`src/rtl/echo_capture_ctrl_if.sv`:
```
// Echo capture controller bus bundle: sample-buffer RAM port plus the
// valid/ready readout stream toward the upload path.
interface echo_capture_ctrl_if #(
    parameter int ASIZE = 13,
    parameter int DSIZE = 8
) ();
    logic             o_ram_we;
    logic [ASIZE-1:0] o_ram_wraddr;
    logic [DSIZE-1:0] o_ram_data;
    logic [ASIZE-1:0] o_ram_rdaddr;
    logic [DSIZE-1:0] i_ram_q;
    logic             o_rd_valid;
    logic [DSIZE-1:0] o_rd_data;
    logic             o_rd_last;
    logic             i_rd_ready;

    // Controller side: drives RAM addressing and the readout stream.
    modport master (
        output o_ram_we, o_ram_wraddr, o_ram_data, o_ram_rdaddr,
        input  i_ram_q,
        output o_rd_valid, o_rd_data, o_rd_last,
        input  i_rd_ready
    );

    // RAM / upload side.
    modport slave (
        input  o_ram_we, o_ram_wraddr, o_ram_data, o_ram_rdaddr,
        output i_ram_q,
        input  o_rd_valid, o_rd_data, o_rd_last,
        output i_rd_ready
    );
endinterface

```
`src/rtl/echo_capture_ctrl.sv`:
```
// Echo capture controller: arms, waits for the transmit trigger, writes
// len+1 ADC samples into the sample RAM, then streams them out in order
// through a 2-entry skid buffer that hides the RAM's one-cycle read latency.
module echo_capture_ctrl #(
    parameter int ASIZE = 13,
    parameter int DSIZE = 8
) (
    input  logic                i_clk,
    input  logic                i_rst,
    input  logic                i_start,
    input  logic                i_abort,
    input  logic [ASIZE-1:0]    i_len,
    input  logic                i_trig,
    input  logic                i_adc_valid,
    input  logic [DSIZE-1:0]    i_adc_data,
    echo_capture_ctrl_if.master bus,
    output logic                o_busy,
    output logic                o_done
);

    typedef enum logic [1:0] {
        S_IDLE,
        S_WAIT_TRIG,
        S_CAPTURE,
        S_READOUT
    } state_t;

    // One extra bit so a full-depth capture/readout reaches 2^ASIZE without wrapping.
    localparam logic [ASIZE:0] CNT_ONE = {{ASIZE{1'b0}}, 1'b1};

    state_t           state_q, state_d;
    logic [ASIZE-1:0] len_q, len_d;
    logic [ASIZE:0]   wr_cnt_q, wr_cnt_d;
    logic [ASIZE:0]   rd_ptr_q, rd_ptr_d;
    logic             inflight_q, inflight_d;
    logic             inflight_last_q, inflight_last_d;
    logic [1:0]       count_q, count_d;
    logic             head_q, head_d;
    logic             done_q, done_d;

    logic [DSIZE-1:0] buf_data_q [2];
    logic             buf_last_q [2];

    logic             capture;
    logic             rd_valid;
    logic             head_last;
    logic             pop;
    logic             push;
    logic             issue;
    logic             wr_slot;

    // Capture strobe, buffer handshake and read-issue decisions for this cycle.
    always_comb begin
        capture   = i_adc_valid &&
                    (((state_q == S_WAIT_TRIG) && i_trig) || (state_q == S_CAPTURE));
        rd_valid  = (count_q != 2'd0);
        head_last = buf_last_q[head_q];
        pop       = rd_valid && bus.i_rd_ready;
        push      = inflight_q;
        wr_slot   = head_q ^ count_q[0];
        // Occupancy after this cycle's pop plus the read returning now must leave a slot free.
        issue     = (state_q == S_READOUT) && !i_abort &&
                    (rd_ptr_q <= {1'b0, len_q}) &&
                    (({1'b0, count_q} + {2'b00, inflight_q} - {2'b00, pop}) < 3'd2);
    end

    // Next-state logic for the sequencer, counters and output buffer bookkeeping.
    always_comb begin
        // NOTE: every signal gets a default first so no path leaves it unassigned (no latches).
        state_d         = state_q;
        len_d           = len_q;
        wr_cnt_d        = wr_cnt_q;
        rd_ptr_d        = rd_ptr_q;
        inflight_d      = issue;
        inflight_last_d = (rd_ptr_q == {1'b0, len_q});
        count_d         = count_q + {1'b0, push} - {1'b0, pop};
        head_d          = head_q ^ pop;
        done_d          = 1'b0;

        case (state_q)
            S_IDLE: begin
                wr_cnt_d = '0;
                rd_ptr_d = '0;
                if (i_start && !i_abort) begin
                    len_d   = i_len;
                    state_d = S_WAIT_TRIG;
                end
            end
            S_WAIT_TRIG: begin
                if (i_trig) begin
                    state_d = S_CAPTURE;
                end
            end
            S_CAPTURE: begin
            end
            S_READOUT: begin
                if (pop && head_last) begin
                    state_d = S_IDLE;
                    done_d  = 1'b1;
                end
            end
            default: state_d = S_IDLE;
        endcase

        if (capture) begin
            wr_cnt_d = wr_cnt_q + CNT_ONE;
            if (wr_cnt_q == {1'b0, len_q}) begin
                state_d = S_READOUT;
            end
        end

        if (issue) begin
            rd_ptr_d = rd_ptr_q + CNT_ONE;
        end

        // Abort dominates: flush the buffer, drop any returning read, no done pulse.
        if (i_abort && (state_q != S_IDLE)) begin
            state_d    = S_IDLE;
            count_d    = 2'd0;
            head_d     = 1'b0;
            inflight_d = 1'b0;
            done_d     = 1'b0;
        end
    end

    // Control registers with synchronous active-high reset.
    always_ff @(posedge i_clk) begin
        // NOTE: non-blocking assignments so all registers update from pre-edge values.
        if (i_rst) begin
            state_q         <= S_IDLE;
            len_q           <= '0;
            wr_cnt_q        <= '0;
            rd_ptr_q        <= '0;
            inflight_q      <= 1'b0;
            inflight_last_q <= 1'b0;
            count_q         <= 2'd0;
            head_q          <= 1'b0;
            done_q          <= 1'b0;
        end else begin
            state_q         <= state_d;
            len_q           <= len_d;
            wr_cnt_q        <= wr_cnt_d;
            rd_ptr_q        <= rd_ptr_d;
            inflight_q      <= inflight_d;
            inflight_last_q <= inflight_last_d;
            count_q         <= count_d;
            head_q          <= head_d;
            done_q          <= done_d;
        end
    end

    // Output buffer storage: RAM data lands here one cycle after the read is issued.
    always_ff @(posedge i_clk) begin
        // NOTE: storage is not reset; count_q alone decides which entries are visible.
        if (push) begin
            buf_data_q[wr_slot] <= bus.i_ram_q;
            buf_last_q[wr_slot] <= inflight_last_q;
        end
    end

    assign bus.o_ram_we     = capture;
    assign bus.o_ram_wraddr = wr_cnt_q[ASIZE-1:0];
    assign bus.o_ram_data   = capture ? i_adc_data : '0;
    assign bus.o_ram_rdaddr = rd_ptr_q[ASIZE-1:0];
    assign bus.o_rd_valid   = rd_valid;
    assign bus.o_rd_data    = rd_valid ? buf_data_q[head_q] : '0;
    assign bus.o_rd_last    = rd_valid && head_last;
    assign o_busy           = (state_q != S_IDLE);
    assign o_done           = done_q;

endmodule

```
`src/flat_wrapper.sv`:
```
// flat-port wrapper written by rule: the top's interface ports become plain ports
module echo_capture_ctrl_flat 
#(
    parameter int ASIZE = 13,
    parameter int DSIZE = 8
)
  (i_clk, i_rst, i_start, i_abort, i_len, i_trig, i_adc_valid, i_adc_data, o_busy, o_done, bus_o_ram_we, bus_o_ram_wraddr, bus_o_ram_data, bus_o_ram_rdaddr, bus_i_ram_q, bus_o_rd_valid, bus_o_rd_data, bus_o_rd_last, bus_i_rd_ready);
  echo_capture_ctrl_if #(.ASIZE(ASIZE), .DSIZE(DSIZE)) bus_i ();
  input  logic i_clk;
  input  logic i_rst;
  input  logic i_start;
  input  logic i_abort;
  input  logic [ASIZE-1:0] i_len;
  input  logic i_trig;
  input  logic i_adc_valid;
  input  logic [DSIZE-1:0] i_adc_data;
  output logic o_busy;
  output logic o_done;
  output wire logic [$bits(bus_i.o_ram_we)-1:0] bus_o_ram_we;
  output wire logic [$bits(bus_i.o_ram_wraddr)-1:0] bus_o_ram_wraddr;
  output wire logic [$bits(bus_i.o_ram_data)-1:0] bus_o_ram_data;
  output wire logic [$bits(bus_i.o_ram_rdaddr)-1:0] bus_o_ram_rdaddr;
  input wire logic [$bits(bus_i.i_ram_q)-1:0] bus_i_ram_q;
  output wire logic [$bits(bus_i.o_rd_valid)-1:0] bus_o_rd_valid;
  output wire logic [$bits(bus_i.o_rd_data)-1:0] bus_o_rd_data;
  output wire logic [$bits(bus_i.o_rd_last)-1:0] bus_o_rd_last;
  input wire logic [$bits(bus_i.i_rd_ready)-1:0] bus_i_rd_ready;
  assign bus_o_ram_we = bus_i.o_ram_we;
  assign bus_o_ram_wraddr = bus_i.o_ram_wraddr;
  assign bus_o_ram_data = bus_i.o_ram_data;
  assign bus_o_ram_rdaddr = bus_i.o_ram_rdaddr;
  assign bus_i.i_ram_q = bus_i_ram_q;
  assign bus_o_rd_valid = bus_i.o_rd_valid;
  assign bus_o_rd_data = bus_i.o_rd_data;
  assign bus_o_rd_last = bus_i.o_rd_last;
  assign bus_i.i_rd_ready = bus_i_rd_ready;
  echo_capture_ctrl #(.ASIZE(ASIZE), .DSIZE(DSIZE)) u_core (.i_clk(i_clk), .i_rst(i_rst), .i_start(i_start), .i_abort(i_abort), .i_len(i_len), .i_trig(i_trig), .i_adc_valid(i_adc_valid), .i_adc_data(i_adc_data), .bus(bus_i), .o_busy(o_busy), .o_done(o_done));
endmodule
```
`config.mk`:
```
export PLATFORM = sky130hd
export DESIGN_NAME = echo_capture_ctrl_flat
export DESIGN_NICKNAME = d
export VERILOG_FILES = /design/src/rtl/echo_capture_ctrl_if.sv /design/src/rtl/echo_capture_ctrl.sv /design/src/flat_wrapper.sv
export SDC_FILE = /design/constraint.sdc
export NUM_CORES = 1
export LEC_CHECK = 0
export BUFFER_PORTS_ARGS = -buffer_cell sky130_fd_sc_hd__buf_2
export CORE_ASPECT_RATIO = 1.2
export CORE_UTILIZATION = 59
export DETAILED_ROUTE_END_ITERATION = 16
export GPL_ROUTABILITY_DRIVEN = 0
export PLACE_DENSITY = 0.85
export SYNTH_ARGS = -nofsm -noshare
export SYNTH_HDL_FRONTEND = slang
export SYNTH_SLANG_ARGS = --single-unit
```
`constraint.sdc`:
```
create_clock -name i_clk -period 4.7 [get_ports i_clk]
set_clock_uncertainty 0.05 [all_clocks]
set_input_delay 0.94 -clock i_clk [delete_from_list [all_inputs] [get_ports i_clk]]
set_output_delay 0.94 -clock i_clk [all_outputs]
set_load 0.02 [all_outputs]
```
==> run metrics <==
status=complete, no violations; die area=0.00695 mm²; Synth-to-Final Area Change=11.6%; global-route wire length before repair=13800 µm; clock input transition at the sequential cells of the worst setup and hold paths=80 ps; layout cells sized above 1=26.3%; cell taking the most area after synthesis=dfxtp_1; number of synthesized flops with an enable pin=18; hpwl dp=6070 µm; WP data required=4850 ps; Min-Delay Path Class=flop to flop; peak supply drop=175 µV; I/O pin count=83; Tmin final=3360 ps; fin cells=565; Synth Cell Area=0.00391 mm²; Sink Count=67; GRT Total Usage=24.8%; via count=3223; fmax=297 MHz; Synth area leaders=dfxtp_1 (25%), edfxtp_1 (14%), ha_1 (5.4%), buf_4 (5.2%), nand2_1 (4.3%); power density over the cells=314 mW/mm²; H-tree levels=3; crit path from=bus_i_rd_ready; Yosys warning count=0; drt pass-1 iters=5; ANT cells=0; Post-Syn Instances=423; routed wire length=8210 µm; Max FO, Critical Path=7; fin. max-slew vios=0; DRT iter0 DRCs=268; Setup TNS=0 ps; Final period util=71.5%; Seq/Total Area, Yosys=38.9%; postcts setup bufs=0; vias in the first global route=3101; Slew HR=43.2%; Post-route DRC=0; wire length per cell=14.5 µm; Yosys top cell area share=25.1%; min-delay src=u_core.inflight_last_q; Clk Latency, worst-skew pair=340 ps; # resized after CTS=0; initial core utilization=61.0%; Die Span Y=91.2 µm; Slew @ Worst Pin=848 ps; Mean Syn Cell Area=9.24 µm²; Synthesized Nets=477; initial antenna violation count=0; maxcap violations=0; R2R Path Start=u_core.count_q[1]; detail-routed via count per cell=5.70; Die X=76.3 µm; Hold Vio Cnt, Final=0; Rows=32; RSZ-0062 raised after global routing=false; CP arrival=3510 ps; Final ANT Viol Nets=0; # port buffers=82; CORE AREA=0.00641 mm²; Lkg Pwr=0.00183 µW; Synth Register Bits=67; number of buffers created by CTS=9; Post-synth ARST share=0%; CTS max path bufs=2; startpoint types=input port; hold-fix buffers at CTS=0; grt ovf=0; Placed Cells=549; Top FF cell, synth=dfxtp_1; CTS root buf=clkbuf_8; largest net degree at the start of global routing=39; Crit. End Element=flop; fin nets=529; post-synthesis cell type count=65; CTS tree=yes; critical path type=input port to flop; Final setup viols=0
-- routing by layer --
metal  wire length [µm]  global-route usage (%)
met5                  0                       0
met4                151                    9.13
met3                538                    4.62
met2               4160                    44.1
met1               3360                    29.3
-- power breakdown --
group          switching, µW  leakage [µW]  internal (µW)
Clock                    231      0.000114            303
Sequential              20.0      0.000559            605
Combinational            133       0.00116           78.7
-- through the flow --
| step | worst slack, ps | utilization [%] | cell area (µm²) | hold WS, ps | total power [µW] |
|---|---|---|---|---|---|
| 6_report | 1340 | 68.0 | 4360 | 393 | 1370 |
| 3_5_place_dp | 1000 | 64.6 | 4140 | 363 | 847 |
| 4_1_cts | 1320 | 68.0 | 4360 | 389 | 1370 |
| 2_1_floorplan | 1460 | - | 3910 | 354 | 794 |
| 5_1_grt | 1100 | 68.0 | 4360 | 406 | 1420 |
| 3_3_place_gp | 1140 | 64.6 | 4140 | 358 | 840 |
-- cell usage in the layout, fill, tap and decap left out, types with 3 or more instances in the layout --
cell type	instances
nor2b_1	3
and2_1	11
o21ai_0	4
o211ai_2	3
a31oi_1	6
a21o_1	4
and3_1	3
dfxtp_1	49
buf_2	82
nand3b_1	4
xnor2_1	10
inv_1	28
xor2_1	10
o211ai_1	10
nor3_1	3
edfxtp_1	18
nand3_1	10
nand4_1	8
o2111ai_1	7
a21oi_1	27
mux2_2	3
mux2i_1	11
a211oi_1	4
ha_1	17
nor4_1	4
nor2_1	33
nand2_1	45
nand2b_1	3
clkbuf_8	9
o22ai_1	5
-- worst paths after layout --
check | endpoint | slack [ps] | cells after the start
worst max register to register | u_core.rd_ptr_q[0] | 1470 | 10
worst min register to register | u_core.buf_last_q[0] | 390 | 0
worst max-delay path | u_core.rd_ptr_q[0] | 1340 | 11
worst min-delay path | u_core.buf_last_q[0] | 390 | 0
-- layout make-up --
class,instances,area (µm²)
timing repair buffer,82,410
inverter,30,113
clock buffer,9,124
fill,520,2050
sequential,67,1520
multi-input combinational,285,1980
tap,85,106
clock inverter,7,100
-- cells by family (layout without fill, tap and decap cells) --
logic type | count (synthesis) | count (layout) | share of synthesized area, %
compound gates | 79 | 79 | 14.2
xor+xnor | 20 | 20 | 4.48
fa+ha+maj | 18 | 18 | 5.96
buf+inv | 71 | 128 | 10.3
flops | 67 | 67 | 38.9
mux | 16 | 16 | 4.26
simple gates | 152 | 152 | 21.9
-- state kept, by name (all words and copies together), names as in the netlist --
| register | flops |
|---|---|
| u_core.o_done | 1 |
| u_core.count_q | 2 |
| u_core.state_q | 2 |
| u_core.buf_last_q | 2 |
| u_core.buf_data_q | 16 |
| u_core.rd_ptr_q | 14 |
| u_core.head_q | 1 |
| u_core.inflight_q | 1 |
| u_core.len_q | 13 |
| u_core.inflight_last_q | 1 |
| u_core.wr_cnt_q | 14 |
-- critical path, stage by stage --
cell	delay, ps
buf_2	100
o21ai_0	170
inv_1	100
ha_1	290
inv_1	40
ha_1	180
fa_1	500
nor4b_4	460
nand4_2	270
o21ai_2	330
mux2i_1	130
-- synth_stat cells (4+ instances only) --
master	instances
ha_1	17
nand2_1	45
a211oi_1	4
nor2_1	33
xnor2_1	10
nand3b_1	4
mux2i_1	11
o2111ai_1	7
and2_1	11
edfxtp_1	18
buf_4	27
dfxtp_1	49
nand3_1	10
nand4_1	8
o22ai_1	5
buf_6	4
a31oi_1	6
a21o_1	4
xor2_1	10
o211ai_1	10
o21ai_0	4
inv_1	28
clkbuf_1	6
nor4_1	4
a21oi_1	27
(Power assumes the default switching activity.)
